## src/rtl/rs_stream_encoder.sv

```systemverilog
// ---------------------------------------------------------------------------
// rs_stream_encoder
//
// Streaming systematic Reed-Solomon encoder RS(N,K) over GF(2^M). The encoder
// accepts one message symbol per beat and passes it straight through. It also
// divides the message by g(x) using an LFSR. After the K-th data symbol it
// emits the N-K remainder (parity) symbols, highest degree first. g(x) is
// built at elaboration time from PRIM_POLY and FCR.
//
// Parameters
//   M          symbol width in bits (3..8)
//   N          codeword length in symbols (N <= 2^M-1)
//   K          data symbols per codeword (N-K even, >= 2)
//   PRIM_POLY  field primitive polynomial, x^M term included
//   FCR        first consecutive root; g(x) = prod_{i<N-K} (x - a^(FCR+i))
//
// Ports
//   clk       rising-edge clock
//   rst       asynchronous reset, active high
//   s_valid   input symbol valid
//   s_ready   encoder accepts s_data this cycle
//   s_data    message symbol; first accepted = highest-degree coefficient
//   m_valid   output symbol valid
//   m_ready   downstream accepts m_data
//   m_data    codeword symbol
//   m_parity  m_data is a parity symbol
//   m_last    m_data is the final parity symbol of the codeword
// ---------------------------------------------------------------------------
module rs_stream_encoder #(
  parameter int M         = 4,
  parameter int N         = 15,
  parameter int K         = 11,
  parameter int PRIM_POLY = 19,
  parameter int FCR       = 0
) (
  input  logic         clk,
  input  logic         rst,
  input  logic         s_valid,
  output logic         s_ready,
  input  logic [M-1:0] s_data,
  output logic         m_valid,
  input  logic         m_ready,
  output logic [M-1:0] m_data,
  output logic         m_parity,
  output logic         m_last
);

  localparam int P     = N - K;
  localparam int SYM_W = $clog2(K + 1);
  localparam int PAR_W = $clog2(P + 1);
  localparam int MP1   = M + 1;
  localparam logic [M:0] POLY = MP1'(PRIM_POLY);

  // Elaboration-time parameter sanity checks.
  if (M < 3 || M > 8) begin : g_bad_m
    $error("rs_stream_encoder: M must be 3..8");
  end
  if (N > (1 << M) - 1 || K < 1 || K >= N) begin : g_bad_nk
    $error("rs_stream_encoder: need 1 <= K < N <= 2^M-1");
  end
  if ((P % 2) != 0 || P < 2) begin : g_bad_p
    $error("rs_stream_encoder: N-K must be even and >= 2");
  end

  // -------------------------------------------------------------------------
  // GF(2^M) arithmetic
  // -------------------------------------------------------------------------
  // Multiply by alpha (x), reducing modulo the primitive polynomial.
  function automatic logic [M-1:0] xtime(input logic [M-1:0] a);
    logic [M:0] t;
    t = {a, 1'b0};
    if (t[M]) t = t ^ POLY;
    return t[M-1:0];
  endfunction

  // Shift-and-add multiply. It is evaluated at elaboration time to build
  // g(x). In hardware one operand is a constant, so it folds into an XOR tree.
  function automatic logic [M-1:0] gf_mul(input logic [M-1:0] a,
                                          input logic [M-1:0] b);
    logic [M-1:0] acc;
    logic [M-1:0] sh;
    acc = '0;
    sh  = a;
    for (int i = 0; i < M; i++) begin
      if (b[i]) acc = acc ^ sh;
      sh = xtime(sh);
    end
    return acc;
  endfunction

  // Expand g(x) = prod (x + a^(FCR+i)). The result is returned as the packed
  // low-order coefficients g_0..g_{P-1}. The leading coefficient g_P is 1 and
  // is implicit in the LFSR feedback.
  function automatic logic [P*M-1:0] gen_poly();
    logic [(P+1)*M-1:0] c;
    logic [M-1:0]       root;
    c          = '0;
    c[0 +: M]  = M'(1);
    root       = M'(1);
    for (int k = 0; k < FCR; k++) root = xtime(root);
    for (int i = 0; i < P; i++) begin
      for (int j = P; j >= 1; j--) begin
        c[j*M +: M] = c[(j-1)*M +: M] ^ gf_mul(c[j*M +: M], root);
      end
      c[0 +: M] = gf_mul(c[0 +: M], root);
      root      = xtime(root);
    end
    return c[P*M-1:0];
  endfunction

  localparam logic [P*M-1:0] G = gen_poly();

  // -------------------------------------------------------------------------
  // State
  // -------------------------------------------------------------------------
  typedef enum logic {
    S_DATA,
    S_PARITY
  } state_t;

  state_t             state,   state_d;
  logic [SYM_W-1:0]   sym_cnt, sym_cnt_d;
  logic [PAR_W-1:0]   par_cnt, par_cnt_d;
  logic [M-1:0]       p   [P];
  logic [M-1:0]       p_d [P];
  logic [M-1:0]       m_data_d;
  logic               m_valid_d;
  logic               m_parity_d;
  logic               m_last_d;

  logic               slot_free;
  logic               last_par;
  logic [M-1:0]       fb;

  // The output register can take a new symbol when it is empty, or when it
  // is draining this cycle.
  assign slot_free = !m_valid || m_ready;
  assign s_ready   = !rst && (state == S_DATA) && slot_free;
  assign last_par  = (par_cnt == PAR_W'(P - 1));
  // fb is used only on a handshake, so stray X on an idle s_data goes nowhere.
  assign fb        = s_data ^ p[P-1];

  // -------------------------------------------------------------------------
  // Next-state / datapath
  // -------------------------------------------------------------------------
  always_comb begin
    // NOTE: every signal gets a hold default first, so no path leaves one
    // unassigned and no latch is inferred.
    state_d    = state;
    sym_cnt_d  = sym_cnt;
    par_cnt_d  = par_cnt;
    p_d        = p;
    m_data_d   = m_data;
    m_valid_d  = m_valid;
    m_parity_d = m_parity;
    m_last_d   = m_last;

    case (state)
      S_DATA: begin
        if (s_valid && s_ready) begin
          m_data_d   = s_data;
          m_valid_d  = 1'b1;
          m_parity_d = 1'b0;
          m_last_d   = 1'b0;
          // One step of polynomial division by g(x).
          p_d[0] = gf_mul(G[0 +: M], fb);
          for (int j = 1; j < P; j++) begin
            p_d[j] = p[j-1] ^ gf_mul(G[j*M +: M], fb);
          end
          if (sym_cnt == SYM_W'(K - 1)) begin
            state_d   = S_PARITY;
            sym_cnt_d = '0;
          end else begin
            sym_cnt_d = sym_cnt + 1'b1;
          end
        end else if (slot_free) begin
          // The slot drains and nothing replaces it.
          m_valid_d  = 1'b0;
          m_parity_d = 1'b0;
          m_last_d   = 1'b0;
        end
      end

      S_PARITY: begin
        // Under backpressure nothing moves: no shift and no count.
        if (slot_free) begin
          m_data_d   = p[P-1];
          m_valid_d  = 1'b1;
          m_parity_d = 1'b1;
          m_last_d   = last_par;
          p_d[0]     = '0;
          for (int j = 1; j < P; j++) begin
            p_d[j] = p[j-1];
          end
          if (last_par) begin
            state_d   = S_DATA;
            par_cnt_d = '0;
            for (int j = 0; j < P; j++) begin
              p_d[j] = '0;
            end
          end else begin
            par_cnt_d = par_cnt + 1'b1;
          end
        end
      end
    endcase
  end

  // -------------------------------------------------------------------------
  // Registers
  // -------------------------------------------------------------------------
  always_ff @(posedge clk or posedge rst) begin
    if (rst) begin
      state    <= S_DATA;
      sym_cnt  <= '0;
      par_cnt  <= '0;
      // NOTE: the parity array is a handful of LFSR flops, not a RAM. A
      // reset-time clear guarantees that the codeword after a mid-stream
      // reset starts from a zero remainder.
      for (int j = 0; j < P; j++) begin
        p[j] <= '0;
      end
      m_data   <= '0;
      m_valid  <= 1'b0;
      m_parity <= 1'b0;
      m_last   <= 1'b0;
    end else begin
      // NOTE: non-blocking assignments, so every register samples the
      // pre-edge values computed above.
      state    <= state_d;
      sym_cnt  <= sym_cnt_d;
      par_cnt  <= par_cnt_d;
      p        <= p_d;
      m_data   <= m_data_d;
      m_valid  <= m_valid_d;
      m_parity <= m_parity_d;
      m_last   <= m_last_d;
    end
  end

endmodule
```

## config.mk

```make
export PLATFORM = sky130hd
export DESIGN_NAME = rs_stream_encoder
export DESIGN_NICKNAME = d
export VERILOG_FILES = /design/src/rtl/rs_stream_encoder.sv
export SDC_FILE = /design/constraint.sdc
export NUM_CORES = 1
export LEC_CHECK = 0
export BUFFER_PORTS_ARGS = -buffer_cell sky130_fd_sc_hd__buf_2
export CORE_MARGIN = 2
export CORE_UTILIZATION = 45
export DETAILED_ROUTE_END_ITERATION = 10
export PLACE_DENSITY = 0.74
export SYNTH_ARGS = -nofsm -noshare
export SYNTH_HDL_FRONTEND = slang
export SYNTH_SLANG_ARGS = --single-unit
```

## constraint.sdc

```tcl
create_clock -name clk -period 2.12 [get_ports clk]
set_clock_uncertainty 0.2 [all_clocks]
set_input_delay 0.106 -clock clk [delete_from_list [all_inputs] [get_ports clk]]
set_output_delay 0.106 -clock clk [all_outputs]
set_load 0.005 [all_outputs]
```

==> impl_metrics.tcl, run 1 <==
set metrics [dict create \
    synth.avg_cell_area_um2 11.0 \
    hold_class "input pin to flop" \
    wl_per_cell_um 15.2 \
    antenna_found_initial 0 \
    antenna_cells 0 \
    instances_no_fill 233 \
    cts_tree "done" \
    critical_path_arrival_ps 1920 \
    synth_area_um2 1770 \
    nets 195 \
    routed_wl_um 3540 \
    drtPass1Iterations 4 \
    root_buffer "clkbuf_8" \
    syn_inst 161 \
    h-tree-depth 2 \
    finalSetupViolCount 0 \
    power_density_nw_per_um2 1740 \
    min_period_over_period_pct 90.6 \
    worst-setup-path-type "flop to flop" \
    cts_made_buffers 5 \
    grt_overflow 0 \
    grt_max_degree 32 \
    fp.dieH_um 66.8 \
    synth.distinct_cells 37 \
    setup_ws_ps 199 \
    viasPerCell 5.47 \
    cp.required_ps 2120 \
    core_area_um2 3720 \
    maxCapViolCount 0 \
    clock-sinks 31 \
    drc 0 \
    p_total_mw 3.57 \
    clk_transition_reported_paths_ps 60 \
    pre_cts_ws_ps 38.5 \
    crit_path_start_kind "flop" \
    globalplace.congestion 0.774 \
    relSlewSlack_pct 64.1 \
    tns_ps 0 \
    die_area_um2 4460 \
    clkLatencyLatePin_ps 280 \
    ir_worst_vdd_v 0.000709 \
    grt_pass1_vias 1315 \
    rr_worst_depth 4 \
    min_path_cells 3 \
    pin_count 16 \
    synth_seq_cells 31 \
    grt_pass1_wl_um 6220 \
    rows 22 \
    outcome "completed" \
    track_usage_pct 19.2 \
    rsz0062_at_grt "false" \
    p_leak_nw 0.953 \
    ys_seq_area_share_pct 43.8 \
    cp_max_fo 9 \
    hold_viol 0 \
    final_cell_mix "31 x dfrtp_1, 20 x nor2_1, 15 x buf_2, 12 x nand2_1" \
    cts_buffer_depth 2 \
    fmax_mhz 521 \
    yosysWarnings 0 \
    period_needed_ps 1920 \
    drtAntennaViolNets 0 \
    synth_nets 170 \
    worst_pin_slew_ps 537 \
    hpwl_um 2400 \
    vias 1275 \
    drtIter0Drc 73 \
    crit_path_end_kind "flop" \
    initial_utilization_pct 47.7 \
    die_width_um 66.8 \
    area_delta_synth_final_pct 15.4 \
    mostFrequentLayoutCell "dfrtp_1" \
    hold_slack_ps 3.61 \
    slew_violations 0 \
    cts_setup_buffers 0 \
    io_buffers 15 \
    drive_above_1_share_pct 18.9 \
    dp_cells 222 \
]
[final cells by class]
cell class                      instances  area, um^2
Multi-Input combinational cell        118         948
Timing Repair Buffer                   27         178
Clock buffer                            6        72.6
Tap cell                               48        60.1
Fill cell                             339        1670
Sequential cell                        31         776
Inverter                                3        11.3
[layer usage]
metal  track usage, %  vias to the layer above  wire [um]
met3             5.91                        9        135
met5                0                        -          0
met1             24.2                      626       1530
met2             30.9                       28       1800
met4             6.89                        0         75
li1                 -                      612          -
[critical path, stage by stage, from the launching register on]
cell,delay (ps)
dfrtp_1,450
xnor2_4,360
xnor3_1,490
xnor2_1,190
o2bb2ai_1,140
[flip-flops by register name, summed over array words and instances, names as in the netlist]
signal	count
sym_cnt	4
par_cnt	3
m_parity	1
p	16
state	1
m_valid	1
m_last	1
m_data	4
[repair_timing]
item / in CTS / in global routing
hold buffers: 5 / 0
hold endpoints to repair: 34 / 0
setup endpoints to repair: 0 / 21
gates resized for setup: 0 / 2
[cells in the mapped netlist]
library cell  number  share of area [%]
a22oi_1            1               0.42
xor3_1             3                4.0
xnor2_1            7                3.5
or3_1              2               0.71
xnor3_1            6                7.6
ha_1               1               0.71
and2_1             2               0.71
o2bb2ai_1          2               0.99
nor2_1            21                4.4
a221oi_2           1               0.85
nand2b_1           2               0.71
a21boi_0           1               0.42
clkbuf_1           5                1.1
a21oi_1            9                2.5
nand3b_1           1               0.42
nor2b_1            4                1.4
o21ai_0            9                2.5
xnor2_4            2                3.1
a31oi_1            3                1.1
nand3_1            3               0.85
a2bb2oi_1          3                1.5
buf_4              1               0.42
nor3_1             3               0.85
a22o_1             5                2.5
xor2_4             1                1.6
a221oi_1           3                1.5
o31ai_1            1               0.42
dfrtp_1           31                 44
xnor2_2            1               0.92
buf_2              3               0.85
a21oi_2            1               0.49
a21o_1             2               0.85
xor2_1             1               0.49
a41oi_1            1               0.49
mux2i_1            4                2.3
nand2_1           12                2.5
inv_1              3               0.64
[kinds of logic after synthesis]
group	count (synthesis)	share of synthesized area, %
and+or+nand+nor	50	12.6
DFF	31	43.8
xor gates and xnor gates	21	21.2
muxes	4	2.26
buffers and inverters	12	2.96
AOI/OAI and AO/OA	42	16.5
adders and majority gates	1	0.706
[per-stage QoR]
step           area [um^2]  util [%]
2_1_floorplan         1770         -
3_3_place_gp          1920      51.6
3_5_place_dp          1920      51.6
4_1_cts               2040      54.9
5_1_grt               2050      55.1
6_report              2050      55.1
[power by group]
part	internal, mW	switching (mW)
logic	1.10	0.884
clock network	0.218	0.200
registers	0.878	0.284
total	2.20	1.37
[path summary, 6_finish.rpt]
check	slack, ps	end	start
min in group asynchronous	260	m_last$_DFFE_PP0P_	rst
setup reg to reg	200	p[0]$_DFFE_PP0P_	p[1]$_DFFE_PP0P_
max in group asynchronous	1170	p[2]$_DFFE_PP0P_	rst
setup / recovery	200	p[0]$_DFFE_PP0P_	p[1]$_DFFE_PP0P_
hold reg to reg	270	m_data[1]$_DFFE_PP0P_	m_data[1]$_DFFE_PP0P_
hold / removal	4	m_data[1]$_DFFE_PP0P_	s_data[1]
Note: power is estimated with default switching activity, not from simulation.
==> inputs of run 2 (changes only) <==
- ABC_AREA: default -> 1
- CORE_UTILIZATION: 45 -> 35
- PLACE_DENSITY: 0.74 -> 0.63
- SLEW_MARGIN: default -> 20
==> run 2 against run 1 <==
Utilization fell by 13 points. Largest power group unchanged. Die area increased by 21%. Non-clock buffer count down 3. Sequential power shrank 5%. Via count increased by 14%. Largest cell class is now sequential cells.
==> impl_metrics.tcl, run 2 <==
set metrics [dict create \
    holdCritStartpoint "s_valid" \
    rows 25 \
    ys_seq_area_share_pct 46.1 \
    tns_ps 0 \
    track_usage_pct 15.6 \
    yosys-top-cells-count "92 x nand2_1, 31 x dfrtp_1, 25 x inv_1" \
    root_buffer "clkbuf_8" \
    regMostFlops "p" \
    hold_class "input pin to flop" \
    die_width_um 73.3 \
    relSlewSlack_pct 72.8 \
    fillers 472 \
    finalSetupViolCount 0 \
    core_area_um2 4690 \
    ff2ff_setup_slack_ps 280 \
    mostFrequentLayoutCell "nand2_1" \
    grt_pass1_vias 1352 \
    area_delta_synth_final_pct 18.1 \
    antenna_found_initial 0 \
    globalplace.congestion 0.819 \
    synth.most_common_cell "nand2_1" \
    final_cell_mix "92 x nand2_1, 31 x dfrtp_1, 25 x inv_1, 15 x buf_2, 11 x o21ai_0" \
    io_buffers 15 \
    fp.dieH_um 73.3 \
    die_area_um2 5380 \
    synth-xor-area-share_pct 3.64 \
    crit_path_start_kind "flop" \
    nets 261 \
    critical_path_arrival_ps 1790 \
    fmax_mhz 543 \
    reg_top3 "p x16, m_data x4, sym_cnt x4" \
    min_period_over_period_pct 86.8 \
    slew_violations 0 \
    muxShareOfSynthArea_pct 0 \
    cp.required_ps 2070 \
    synth-simple-area-share_pct 29.8 \
    rsz0062_at_grt "false" \
    grt_max_degree 32 \
    grt_pass1_wl_um 6190 \
    yosysTopAreaCell "dfrtp_1" \
    synth.avg_cell_area_um2 7.45 \
    period_needed_ps 1840 \
    clock-sinks 31 \
    hold_viol 0 \
    drtPass1Iterations 4 \
    wl_per_cell_um 11.6 \
    async_flop_share_pct 100 \
    h-tree-depth 2 \
    cp_max_fo 14 \
    synth.distinct_cells 26 \
    antenna_cells 0 \
    crit_start "state$_DFF_PP0_" \
    dp_cells 293 \
    viasPerCell 4.74 \
    hpwl_um 2570 \
    instances_no_fill 307 \
    worst-setup-path-type "flop to flop" \
    drtIter0Drc 116 \
    clkLatencyLatePin_ps 290 \
    drive_above_1_share_pct 15.4 \
    pin_count 16 \
    synth_seq_cells 31 \
    cts_tree "done" \
    crit_path_end_kind "flop" \
    synth_edf_count 0 \
    p_total_mw 3.15 \
    outcome "completed" \
    largest_reg_flops 16 \
    drc 0 \
    cts_buffer_depth 2 \
    routed_wl_um 3570 \
    synth_area_um2 1680 \
    yosys-top-cells-area "dfrtp_1 46%, nand2_1 21%, inv_1 5.6%, xor2_1 3.6%, o21ai_0 3.3%" \
    syn_inst 226 \
    r2r-start "state$_DFF_PP0_" \
    netlist.area_leader.share_pct 46.1 \
    yosysWarnings 0 \
    maxCapViolCount 0 \
    synth_top_family_by_area "simple AND/OR/NAND/NOR gates" \
    synthAdderAreaFrac_pct 0.743 \
    initial_utilization_pct 35.9 \
    p_leak_nw 1.08 \
    power_density_nw_per_um2 1580 \
    drtAntennaViolNets 0 \
    vias 1456 \
    synth-compound-area-share_pct 11.0 \
    cts_made_buffers 5 \
    ir_worst_vdd_v 0.000455 \
    synth_flop_cell "dfrtp_1" \
    cts_setup_buffers 0 \
    worst_pin_slew_ps 407 \
    grt_overflow 0 \
    synth_nets 235 \
    clk_transition_reported_paths_ps 70 \
]
[run 2: cell types whose count changed after synthesis, moves of 6 or more]
cell	before	now
xor2_1	1	7
inv_1	3	25
xnor2_1	7	0
nand3_1	3	9
nand2_1	12	92
xnor3_1	6	0
nor2_1	21	8
[run 2: worst paths after layout]
path | cells after the start | end
hold reg to reg | 2 | m_parity$_DFFE_PP0P_
setup / recovery | 5 | p[13]$_DFFE_PP0P_
min in group asynchronous | 4 | par_cnt[2]$_DFFE_PP0P_
hold / removal | 4 | sym_cnt[3]$_DFFE_PP0P_
max in group asynchronous | 4 | m_data[2]$_DFFE_PP0P_
setup reg to reg | 5 | p[13]$_DFFE_PP0P_
[run 2: cell families (layout without fill, tap and decap cells)]
family | count (synthesis) | count (layout)
flops | 31 | 31
xor+xnor | 7 | 7
simple gates | 120 | 120
fa+ha+maj | 1 | 1
compound gates | 33 | 33
buf+inv | 34 | 61
[run 2: critical path, stage by stage (launching register included)]
cell     delay (ps)
dfrtp_1         590
nand2_1         230
nand2_2         310
inv_2           180
nand2_1          90
o21ai_0          80
[run 2: report_power, final]
group          leakage (nW)  switching [mW]  internal [mW]
sequential            0.376           0.219          0.886
clock                0.0612           0.223          0.380
combinational         0.647           0.901          0.538
total                  1.08            1.34           1.80
[run 2: area by class of cell]
type                            count  area, um^2  share of cell area [%]
Inverter                           29         109                    5.48
Clock inverter                      2        35.0                    1.76
Tap cell                           54        67.6                    3.40
Timing Repair Buffer               24         158                    7.93
Multi-Input combinational cell    161         761                    38.3
Sequential cell                    31         776                    39.0
Clock buffer                        6        82.6                    4.15
[run 2: what timing repair did]
| action | CTS | global route |
|---|---|---|
| hold endpoints to repair | 37 | 0 |
| setup endpoints to repair | 0 | 0 |
| resized for setup | 0 | 0 |
| hold buffers | 6 | 0 |
[run 2: per-stage QoR]
stage               area (um^2)  hold WS [ps]  util [%]  setup slack (ps)
floorplan                  1680          25.2         -               263
global placement           1810          82.7      38.6               379
detailed placement         1810          75.2      38.6               298
CTS                        1990          78.2      42.4               285
global route               1990           109      42.4               145
finish                     1990          67.1      42.4               280
[run 2: layer usage]
| metal | share of wire [%] | track usage [%] |
|---|---|---|
| met1 | 48 | 20.9 |
| met2 | 44 | 22.8 |
| met3 | 5.2 | 4.12 |
| met4 | 2.4 | 8.48 |
| met5 | 0 | 0 |
==> inputs of run 3 (changes only) <==
- ABC_AREA: 1 -> default
==> run 3 against run 2 <==
Sequential power rose by 4%. Global-route usage is 1.7 points lower. Total power up 17%. Cell area grew 6.4%. Worst setup slack worse by 66 ps. Hold slack worse by 63 ps. Clock-buffer cell count grew 2. Die area grew 5.1%. Final cell count shrank 16%. First-iteration DRC count shrank 27%. Utilization increased by 1.5 points. Clock power down 15%. Critical endpoint is now p[0]$_DFFE_PP0P_.
==> impl_metrics.tcl, run 3 (same netlist as run 1, synthesis figures left out) <==
set metrics [dict create \
    period_needed_ps 1910 \
    worst_pin_slew_ps 628 \
    relSlewSlack_pct 58.1 \
    grt_max_degree 32 \
    worst-setup-path-type "flop to flop" \
    drtAntennaViolNets 0 \
    cp.required_ps 2080 \
    mostFrequentLayoutCell "dfrtp_1" \
    clock-sinks 31 \
    largest_reg_flops 16 \
    grt_pass1_wl_um 5790 \
    min_path_cells 3 \
    hpwl_um 2320 \
    outcome "completed" \
    antenna_found_initial 0 \
    slew_violations 0 \
    track_usage_pct 13.9 \
    area_delta_synth_final_pct 19.3 \
    fmax_mhz 525 \
    die_area_um2 5650 \
    crit_path_end_kind "flop" \
    hold_viol 0 \
    tns_ps 0 \
    cts_setup_buffers 0 \
    nets 198 \
    cts_buffer_depth 2 \
    antenna_cells 0 \
    grt_overflow 0 \
    power_density_nw_per_um2 1730 \
    maxCapViolCount 0 \
    min_period_over_period_pct 89.9 \
    final_cell_mix "31 x dfrtp_1, 20 x nor2_1, 15 x buf_2, 12 x nand2_1, 11 x buf_4" \
    hold_class "input pin to flop" \
    fp.dieH_um 75.2 \
    rsz0062_at_grt "false" \
    regMostFlops "p" \
    critical_path_arrival_ps 1870 \
    clk_transition_reported_paths_ps 60 \
    fillers 486 \
    final_core_util_pct 43.9 \
    core_area_um2 4820 \
    clkLatencyLatePin_ps 280 \
    h-tree-depth 2 \
    drtPass1Iterations 4 \
    viasPerCell 4.89 \
    cp_max_fo 9 \
    regArea_um2 776 \
    pin_count 16 \
    vias 1256 \
    cts_made_buffers 5 \
    io_buffers 15 \
    drc 0 \
    routed_wl_um 3600 \
    drive_above_1_share_pct 21.1 \
    wl_per_cell_um 14.0 \
    root_buffer "clkbuf_8" \
    cts_tree "done" \
    rr_worst_depth 4 \
    reg_top3 "p x16, m_data x4, sym_cnt x4" \
    p_leak_nw 0.985 \
    crit_path_start_kind "flop" \
    ir_worst_vdd_v 0.000413 \
    rows 25 \
    multi_input_area_um2 947 \
    finalSetupViolCount 0 \
    globalplace.congestion 0.700 \
    grt_pass1_vias 1161 \
    drtIter0Drc 85 \
    initial_utilization_pct 36.8 \
    die_width_um 75.2 \
]
-- run 3: changes by cell type in the layout (fill, tap and decap cells not counted), moves of 5 or more --
cell	previous run	this run
nor2_1	8	20
buf_4	3	11
xor2_1	7	1
inv_1	25	3
nand2_1	92	12
a22o_1	0	5
xnor3_1	0	6
nand3_1	9	3
xnor2_1	0	7
-- run 3: path summary, 6_finish.rpt --
check	to	slack (ps)	start
hold / removal	m_data[1]$_DFFE_PP0P_	5	s_data[1]
setup reg to reg	p[0]$_DFFE_PP0P_	210	p[1]$_DFFE_PP0P_
max in group asynchronous	p[5]$_DFFE_PP0P_	1150	rst
hold reg to reg	m_parity$_DFFE_PP0P_	280	m_parity$_DFFE_PP0P_
setup / recovery	p[0]$_DFFE_PP0P_	210	p[1]$_DFFE_PP0P_
min in group asynchronous	p[2]$_DFFE_PP0P_	280	rst
-- run 3: final cells by class --
cell class / instances / share of cell area, %
Multi-Input combinational cell: 118 / 44.8
Sequential cell: 31 / 36.7
Timing Repair Buffer: 30 / 9.34
Clock buffer: 8 / 4.73
Tap cell: 67 / 3.96
Inverter: 3 / 0.532
-- run 3: worst max-delay path: stages (launching register included) --
cell and delay [ps]:
dfrtp_1 450, xnor2_4 370, xnor3_1 510, xnor2_1 140, o2bb2ai_1 120
-- run 3: routing by layer --
metal  vias up  global-route usage (%)  share of wire (%)
li1        622                       -                  -
met1       607                    20.0                 52
met2        23                    20.1                 44
met3         4                    4.82                3.7
met4         0                    3.51               0.78
met5         -                       0                  0
-- run 3: where the power goes --
group / internal, mW / leakage, nW / total [mW] / switching [mW]
sequential: 0.877 / 0.371 / 1.14 / 0.260
combinational: 1.13 / 0.562 / 2.02 / 0.886
clock: 0.296 / 0.0515 / 0.513 / 0.216
-- run 3: through the flow --
stage               setup slack (ps)  cell area, um^2  power (mW)  hold slack, ps  instances
finish                           213             2120        3.67            4.59        257
CTS                             43.6             2110        3.70            5.46        257
floorplan                        373             1770        2.71            9.51        161
global route                    88.0             2120        3.96            30.8        257
detailed placement              62.8             1970        3.15            33.0        245
global placement                 142             1970        3.11            35.6        245
-- run 3: timing repair --
action | CTS | global route
hold endpoints to repair | 34 | 0
setup endpoints to repair | 0 | 6
resized for setup | 0 | 1
hold buffers | 4 | 0
